===== config.mk =====
export PLATFORM = sky130hd
export DESIGN_NAME = frame_reception
export DESIGN_NICKNAME = d
export VERILOG_FILES = /design/src/rtl/eth_pkg.sv /design/src/rtl/crc32_byte.sv /design/src/rtl/frame_reception.sv
export SDC_FILE = /design/constraint.sdc
export NUM_CORES = 1
export LEC_CHECK = 0
export CORE_MARGIN = 4
export CORE_UTILIZATION = 50
export DETAILED_ROUTE_END_ITERATION = 16
export GPL_ROUTABILITY_DRIVEN = 0
export PLACE_DENSITY = 0.83
export SYNTH_ARGS = -nofsm -noshare
export SYNTH_HDL_FRONTEND = slang
export SYNTH_HIERARCHICAL = 1
export SYNTH_SLANG_ARGS = --single-unit

===== constraint.sdc =====
create_clock -name clk -period 2.4 [get_ports clk]
set_clock_uncertainty 0.2 [all_clocks]
set_input_delay 0.36 -clock clk [delete_from_list [all_inputs] [get_ports clk]]
set_output_delay 0.36 -clock clk [all_outputs]
set_load 0.005 [all_outputs]

===== src/rtl/eth_pkg.sv =====
// Shared definitions for the Ethernet-style framer pair: state encodings,
// framing constants, CRC-32 parameters and field lengths.
package eth_pkg;

    typedef enum logic [3:0] {
        StIdle     = 4'd0,
        StPreamble = 4'd1,
        StDest     = 4'd2,
        StSrc      = 4'd3,
        StType     = 4'd4,
        StData     = 4'd5,
        StFcs      = 4'd6,
        StDone     = 4'd7,
        StDrop     = 4'd8
    } eth_state_e;

    localparam logic [7:0]  ETH_PREAMBLE = 8'h55;
    localparam logic [7:0]  ETH_SFD      = 8'hD5;

    localparam logic [31:0] CRC32_POLY = 32'h04C11DB7;
    localparam logic [31:0] CRC32_INIT = 32'hFFFFFFFF;

    localparam int unsigned DEST_LEN = 6;
    localparam int unsigned SRC_LEN  = 6;
    localparam int unsigned TYPE_LEN = 2;
    localparam int unsigned DATA_LEN = 4;
    localparam int unsigned FCS_LEN  = 4;

    // Index of the final byte of the field handled in state s.
    function automatic logic [2:0] field_last(input eth_state_e s);
        case (s)
            StDest:  return 3'(DEST_LEN - 1);
            StSrc:   return 3'(SRC_LEN - 1);
            StType:  return 3'(TYPE_LEN - 1);
            StData:  return 3'(DATA_LEN - 1);
            StFcs:   return 3'(FCS_LEN - 1);
            default: return 3'd0;
        endcase
    endfunction

    // Field that follows s on the wire.
    function automatic eth_state_e next_field(input eth_state_e s);
        case (s)
            StDest:  return StSrc;
            StSrc:   return StType;
            StType:  return StData;
            StData:  return StFcs;
            default: return StDone;
        endcase
    endfunction

endpackage


===== src/rtl/crc32_byte.sv =====
// Combinational one-byte CRC-32 step: MSB first, non-reflected.
module crc32_byte
    import eth_pkg::*;
(
    input  logic [31:0] crc_in,
    input  logic [7:0]  byte_in,
    output logic [31:0] crc_out
);

    // Eight serial LFSR steps unrolled into one combinational cone.
    always_comb begin
        logic [31:0] c;
        logic        fb;
        c = crc_in;
        for (int i = 7; i >= 0; i--) begin
            fb = c[31] ^ byte_in[i];
            c  = {c[30:0], 1'b0};
            if (fb) begin
                c = c ^ CRC32_POLY;
            end
        end
        crc_out = c;
    end

endmodule


===== src/rtl/frame_reception.sv =====
// Receive-side framer: locks on preamble/SFD, deserialises header and payload,
// checks the FCS and publishes decoded fields with a one-cycle rx_done.
module frame_reception
    import eth_pkg::*;
#(
    parameter int unsigned PREAMBLE_MAX = 7
) (
    input  logic        clk,
    input  logic        rst_n,
    input  logic        rx_en,
    input  logic [7:0]  rx_in,
    output logic [47:0] dest_addr,
    output logic [47:0] src_addr,
    output logic [15:0] eth_type,
    output logic [31:0] data_out,
    output logic        rx_done,
    output logic        crc_err,
    output logic        frame_err,
    output logic [3:0]  state,
    output logic [2:0]  byte_count
);

    eth_state_e   state_q, state_d;
    logic [2:0]   cnt_q, cnt_d;
    logic [31:0]  crc_q, crc_d, crc_next;
    // dest(48) | src(48) | type(16) | data(32), shifted in wire order
    logic [143:0] hdr_q, hdr_d;
    // first three FCS bytes; the fourth is taken straight from rx_in
    logic [23:0]  fcs_q, fcs_d;
    logic         frame_err_q, frame_err_d;
    logic         publish;
    logic         last_byte;

    crc32_byte u_crc (
        .crc_in  (crc_q),
        .byte_in (rx_in),
        .crc_out (crc_next)
    );

    // Next-state, shadow shifting and CRC accumulation.
    always_comb begin
        state_d     = state_q;
        cnt_d       = cnt_q;
        crc_d       = crc_q;
        hdr_d       = hdr_q;
        fcs_d       = fcs_q;
        frame_err_d = 1'b0;
        publish     = 1'b0;
        last_byte   = (cnt_q == field_last(state_q));

        unique case (state_q)
            StIdle: begin
                if (rx_en) begin
                    state_d = (rx_in == ETH_PREAMBLE) ? StPreamble : StDrop;
                end
            end
            StPreamble: begin
                // cnt_q + 1 preamble bytes have been seen so far
                if (!rx_en) begin
                    frame_err_d = 1'b1;
                    state_d     = StIdle;
                end else if (rx_in == ETH_SFD) begin
                    crc_d   = CRC32_INIT;
                    state_d = StDest;
                end else if (rx_in == ETH_PREAMBLE &&
                             (32'(cnt_q) + 32'd2) <= PREAMBLE_MAX) begin
                    cnt_d = cnt_q + 3'd1;
                end else begin
                    frame_err_d = 1'b1;
                    state_d     = StDrop;
                end
            end
            StDest, StSrc, StType, StData: begin
                if (!rx_en) begin
                    frame_err_d = 1'b1;
                    state_d     = StIdle;
                end else begin
                    hdr_d = {hdr_q[135:0], rx_in};
                    crc_d = crc_next;
                    if (last_byte) begin
                        state_d = next_field(state_q);
                    end else begin
                        cnt_d = cnt_q + 3'd1;
                    end
                end
            end
            StFcs: begin
                if (!rx_en) begin
                    frame_err_d = 1'b1;
                    state_d     = StIdle;
                end else begin
                    fcs_d = {fcs_q[15:0], rx_in};
                    if (last_byte) begin
                        publish = 1'b1;
                        state_d = StDone;
                    end else begin
                        cnt_d = cnt_q + 3'd1;
                    end
                end
            end
            StDone: begin
                state_d = rx_en ? StDrop : StIdle;
            end
            StDrop: begin
                if (!rx_en) begin
                    state_d = StIdle;
                end
            end
            default: begin
                state_d = StIdle;
            end
        endcase

        if (state_d != state_q) begin
            cnt_d = 3'd0;
        end
    end

    // Control and shadow registers.
    always_ff @(posedge clk or negedge rst_n) begin
        if (!rst_n) begin
            state_q     <= StIdle;
            cnt_q       <= 3'd0;
            crc_q       <= CRC32_INIT;
            hdr_q       <= '0;
            fcs_q       <= '0;
            frame_err_q <= 1'b0;
        end else begin
            state_q     <= state_d;
            cnt_q       <= cnt_d;
            crc_q       <= crc_d;
            hdr_q       <= hdr_d;
            fcs_q       <= fcs_d;
            frame_err_q <= frame_err_d;
        end
    end

    // Published fields load only on entry to DONE; aborts leave them intact.
    always_ff @(posedge clk or negedge rst_n) begin
        if (!rst_n) begin
            dest_addr <= '0;
            src_addr  <= '0;
            eth_type  <= '0;
            data_out  <= '0;
            crc_err   <= 1'b0;
        end else if (publish) begin
            dest_addr <= hdr_q[143:96];
            src_addr  <= hdr_q[95:48];
            eth_type  <= hdr_q[47:32];
            data_out  <= hdr_q[31:0];
            crc_err   <= ({fcs_q, rx_in} != ~crc_q);
        end
    end

    assign rx_done    = (state_q == StDone);
    assign frame_err  = frame_err_q;
    assign state      = state_q;
    assign byte_count = cnt_q;

endmodule

==> flow_metrics.env <==
export IMPL_async_flop_share_pct=100
export IMPL_core_area_mm2=0.0315
export IMPL_maxSlewHeadroom_pct=68.3
export IMPL_vias=9294
export IMPL_root_buffer="clkbuf_16"
export IMPL_ys_seq_area_share_pct=55.8
export IMPL_clkSinkCount=353
export IMPL_dp_hpwl_um=24100
export IMPL_synth_edf_count=0
export IMPL_numPortBuffers=164
export IMPL_fillers=2196
export IMPL_whs_ps=123
export IMPL_drt_iter0_drc=422
export IMPL_critPathMaxFanout=16
export IMPL_final_common_cell="dfrtp_1"
export IMPL_start_kind="flip-flop"
export IMPL_yosys_top_cells_area="dfrtp_1 (50%), mux2_4 (13%), mux2_2 (12%)"
export IMPL_worst_pin_slew_ps=472
export IMPL_end_kind="flip-flop"
export IMPL_num_antenna_cells=0
export IMPL_p_int_w=0.0102
export IMPL_start_util_pct=50.6
export IMPL_power_frac_clock_pct=43.6
export IMPL_first_pass_iters=5
export IMPL_place_ws_ps=-407
export IMPL_rsz0062_at_grt="yes"
export IMPL_grt_pass1_wl_um=56000
export IMPL_cp_arrival_ps=2680
export IMPL_p_total_w=0.0131
export IMPL_combPwrFrac_pct=9.5
export IMPL_clock_fmax_mhz=401
export IMPL_yosysUniqueCellTypes=61
export IMPL_synth_top_area_cell="dfrtp_1"
export IMPL_wl_per_cell_um=19.6
export IMPL_hold_viol=0
export IMPL_num_rows=65
export IMPL_cts_buffer_depth=3
export IMPL_synthToLayoutAreaGrowth_pct=26.3
export IMPL_netlist_area_leader_share_pct=50.5
export IMPL_synth_flop_cell="dfrtp_1"
export IMPL_grt_pass1_vias=9817
export IMPL_grt_ovfl_total=0
export IMPL_vias_per_cell=5.35
export IMPL_min_path_type="primary input to asynchronous set/reset pin"
export IMPL_p_leak_nw=9.37
export IMPL_die_area_mm2=0.0347
export IMPL_ant_nets=0
export IMPL_finalWirelength_um=34100
export IMPL_slew_viol_final=0
export IMPL_syn_instance_count=1036
export IMPL_drive_gt1_share_pct=41.9
export IMPL_final_cell_mix="dfrtp_1 (317), mux2_2 (173), clkdlybuf4s50_1 (162)"
export IMPL_tns_ps=-7830
export IMPL_cts_tree="done"
export IMPL_h_tree_depth=2
export IMPL_run_status="complete, but fails checks"
export IMPL_peakVddDrop_mv=0.534
export IMPL_ios=165
export IMPL_fin_ws_ps=-93.6
export IMPL_synth_seq_cells=353
export IMPL_fin_crit_sh_pct=104
export IMPL_violations="negative setup slack"
export IMPL_ys_warnings_count=6
export IMPL_drc=0
export IMPL_die_y_um=186
export IMPL_nets=1319
export IMPL_insertion_delay_ps=520
export IMPL_seq_power_share_pct=46.9
export IMPL_setup_viol=140
export IMPL_cap_violations=0
export IMPL_synth_area_mm2=0.0159
export IMPL_path_clk_slew_ps=60
export IMPL_path_class="flip-flop to flip-flop"
export IMPL_antenna_found_initial=0
export IMPL_critical_path_required_ps=2590
export IMPL_synth_area_per_cell_um2=15.4
export IMPL_synth_fp_nets=1048
export IMPL_numCtsBuffers=37
export IMPL_dp_cells=1662
export IMPL_die_width_um=186
export IMPL_p_sw_w=0.00294
export IMPL_grt_usage_pct=19.5
export IMPL_grt_max_degree=80
export IMPL_fin_cells=1737
export IMPL_period_minus_slack_ps=2490
export IMPL_powerDensity_mw_per_mm2=652
export IMPL_sw_frac_of_total_pct=22.5
metrics by stage:
step	instance area [µm²]	utilization, %
finish	20100	63.9
global route	20100	63.9
CTS	20000	63.5
detailed placement	18700	59.4
global placement	18700	59.4
floorplan	15900	-
kinds of logic after synthesis:
logic type / after synthesis / synth area share [%]
compound gates: 70 / 2.87
simple gates: 139 / 4.18
mux: 314 / 25.5
buf+inv: 57 / 3.25
fa+ha+maj: 1 / 0.0786
flops: 353 / 55.8
xor+xnor: 102 / 8.40
synth_stat cells, types with 2 or more instances:
cell	n
dfrtp_1	321
mux2_2	174
mux2_4	138
nor2_1	75
xnor2_1	61
a21oi_1	38
dfstp_2	32
buf_2	22
nand2_1	20
buf_12	14
xor2_1	11
nor4_1	9
nor3_1	8
o21ai_0	8
xnor2_4	8
xor3_1	8
buf_4	7
xnor3_1	7
clkbuf_1	6
inv_1	5
nand3_1	5
nand4_1	4
o31ai_1	3
xnor2_2	3
a211oi_1	2
a22oi_1	2
a31oi_1	2
and4bb_2	2
buf_8	2
mux2i_1	2
nand2b_1	2
nor2b_1	2
nor4b_1	2
nor4bb_2	2
o2111ai_1	2
xnor3_2	2
power by group through the flow:
stage,registers (W),clock network [W],logic (W)
6_report,0.00614,0.00571,0.00125
5_1_grt,0.00615,0.00611,0.00134
4_1_cts,0.00614,0.00585,0.00126
3_5_place_dp,0.00625,0,0.00125
3_3_place_gp,0.00624,0,0.00122
2_1_floorplan,0.00622,0,0.000791
worst max-delay path: stages, from the launching register on:
cell,delay (ps)
dfrtp_2,480
nor4bb_4,370
o41ai_4,130
a211oi_4,270
and2_4,250
buf_12,160
buf_12,180
mux2_4,310
area by class of cell:
| class | count | area (µm²) | share of cell area (%) |
|---|---|---|---|
| Multi-Input combinational cell | 626 | 6580 | 32.7 |
| Sequential cell | 353 | 8880 | 44.2 |
| Timing Repair Buffer | 284 | 2890 | 14.4 |
| Inverter | 5 | 18.8 | 0.0934 |
| Clock inverter | 11 | 135 | 0.672 |
| Clock buffer | 56 | 1100 | 5.46 |
| Tap cell | 402 | 503 | 2.50 |
per-layer routing:
layer	global-route usage, %	routed length [µm]
met4	4.61	783
met2	32.4	16700
met5	0	0
met3	3.82	1680
met1	27.0	14900
flip-flops by register name (all words and copies together), names as in the netlist:
register,flops
byte_count,3
crc_err,1
crc_q,32
data_out,32
dest_addr,48
eth_type,16
fcs_q,24
frame_err,1
hdr_q,144
src_addr,48
state,4
path summary, 6_finish.rpt:
kind,endpoint,start,slack (ps),cells past startpoint
setup / recovery,dest_addr[3],state[2],-90,7
hold / removal,src_addr[22],rst_n,120,2
setup reg to reg,dest_addr[3],state[2],-90,7
hold reg to reg,dest_addr[40],hdr_q[136],310,1
max in group asynchronous,dest_addr[37],rst_n,1090,3
min in group clk,dest_addr[40],hdr_q[136],310,1
repair_timing:
item,CTS,global route
pin swaps,1,1
cloned,0,1
buffers inserted,2,4
gates resized for setup,12,12
endpoints found under the setup margin,145,146
hold endpoints to repair,247,0
hold buffers,1,0
Note: power is estimated with default switching activity, not from simulation.
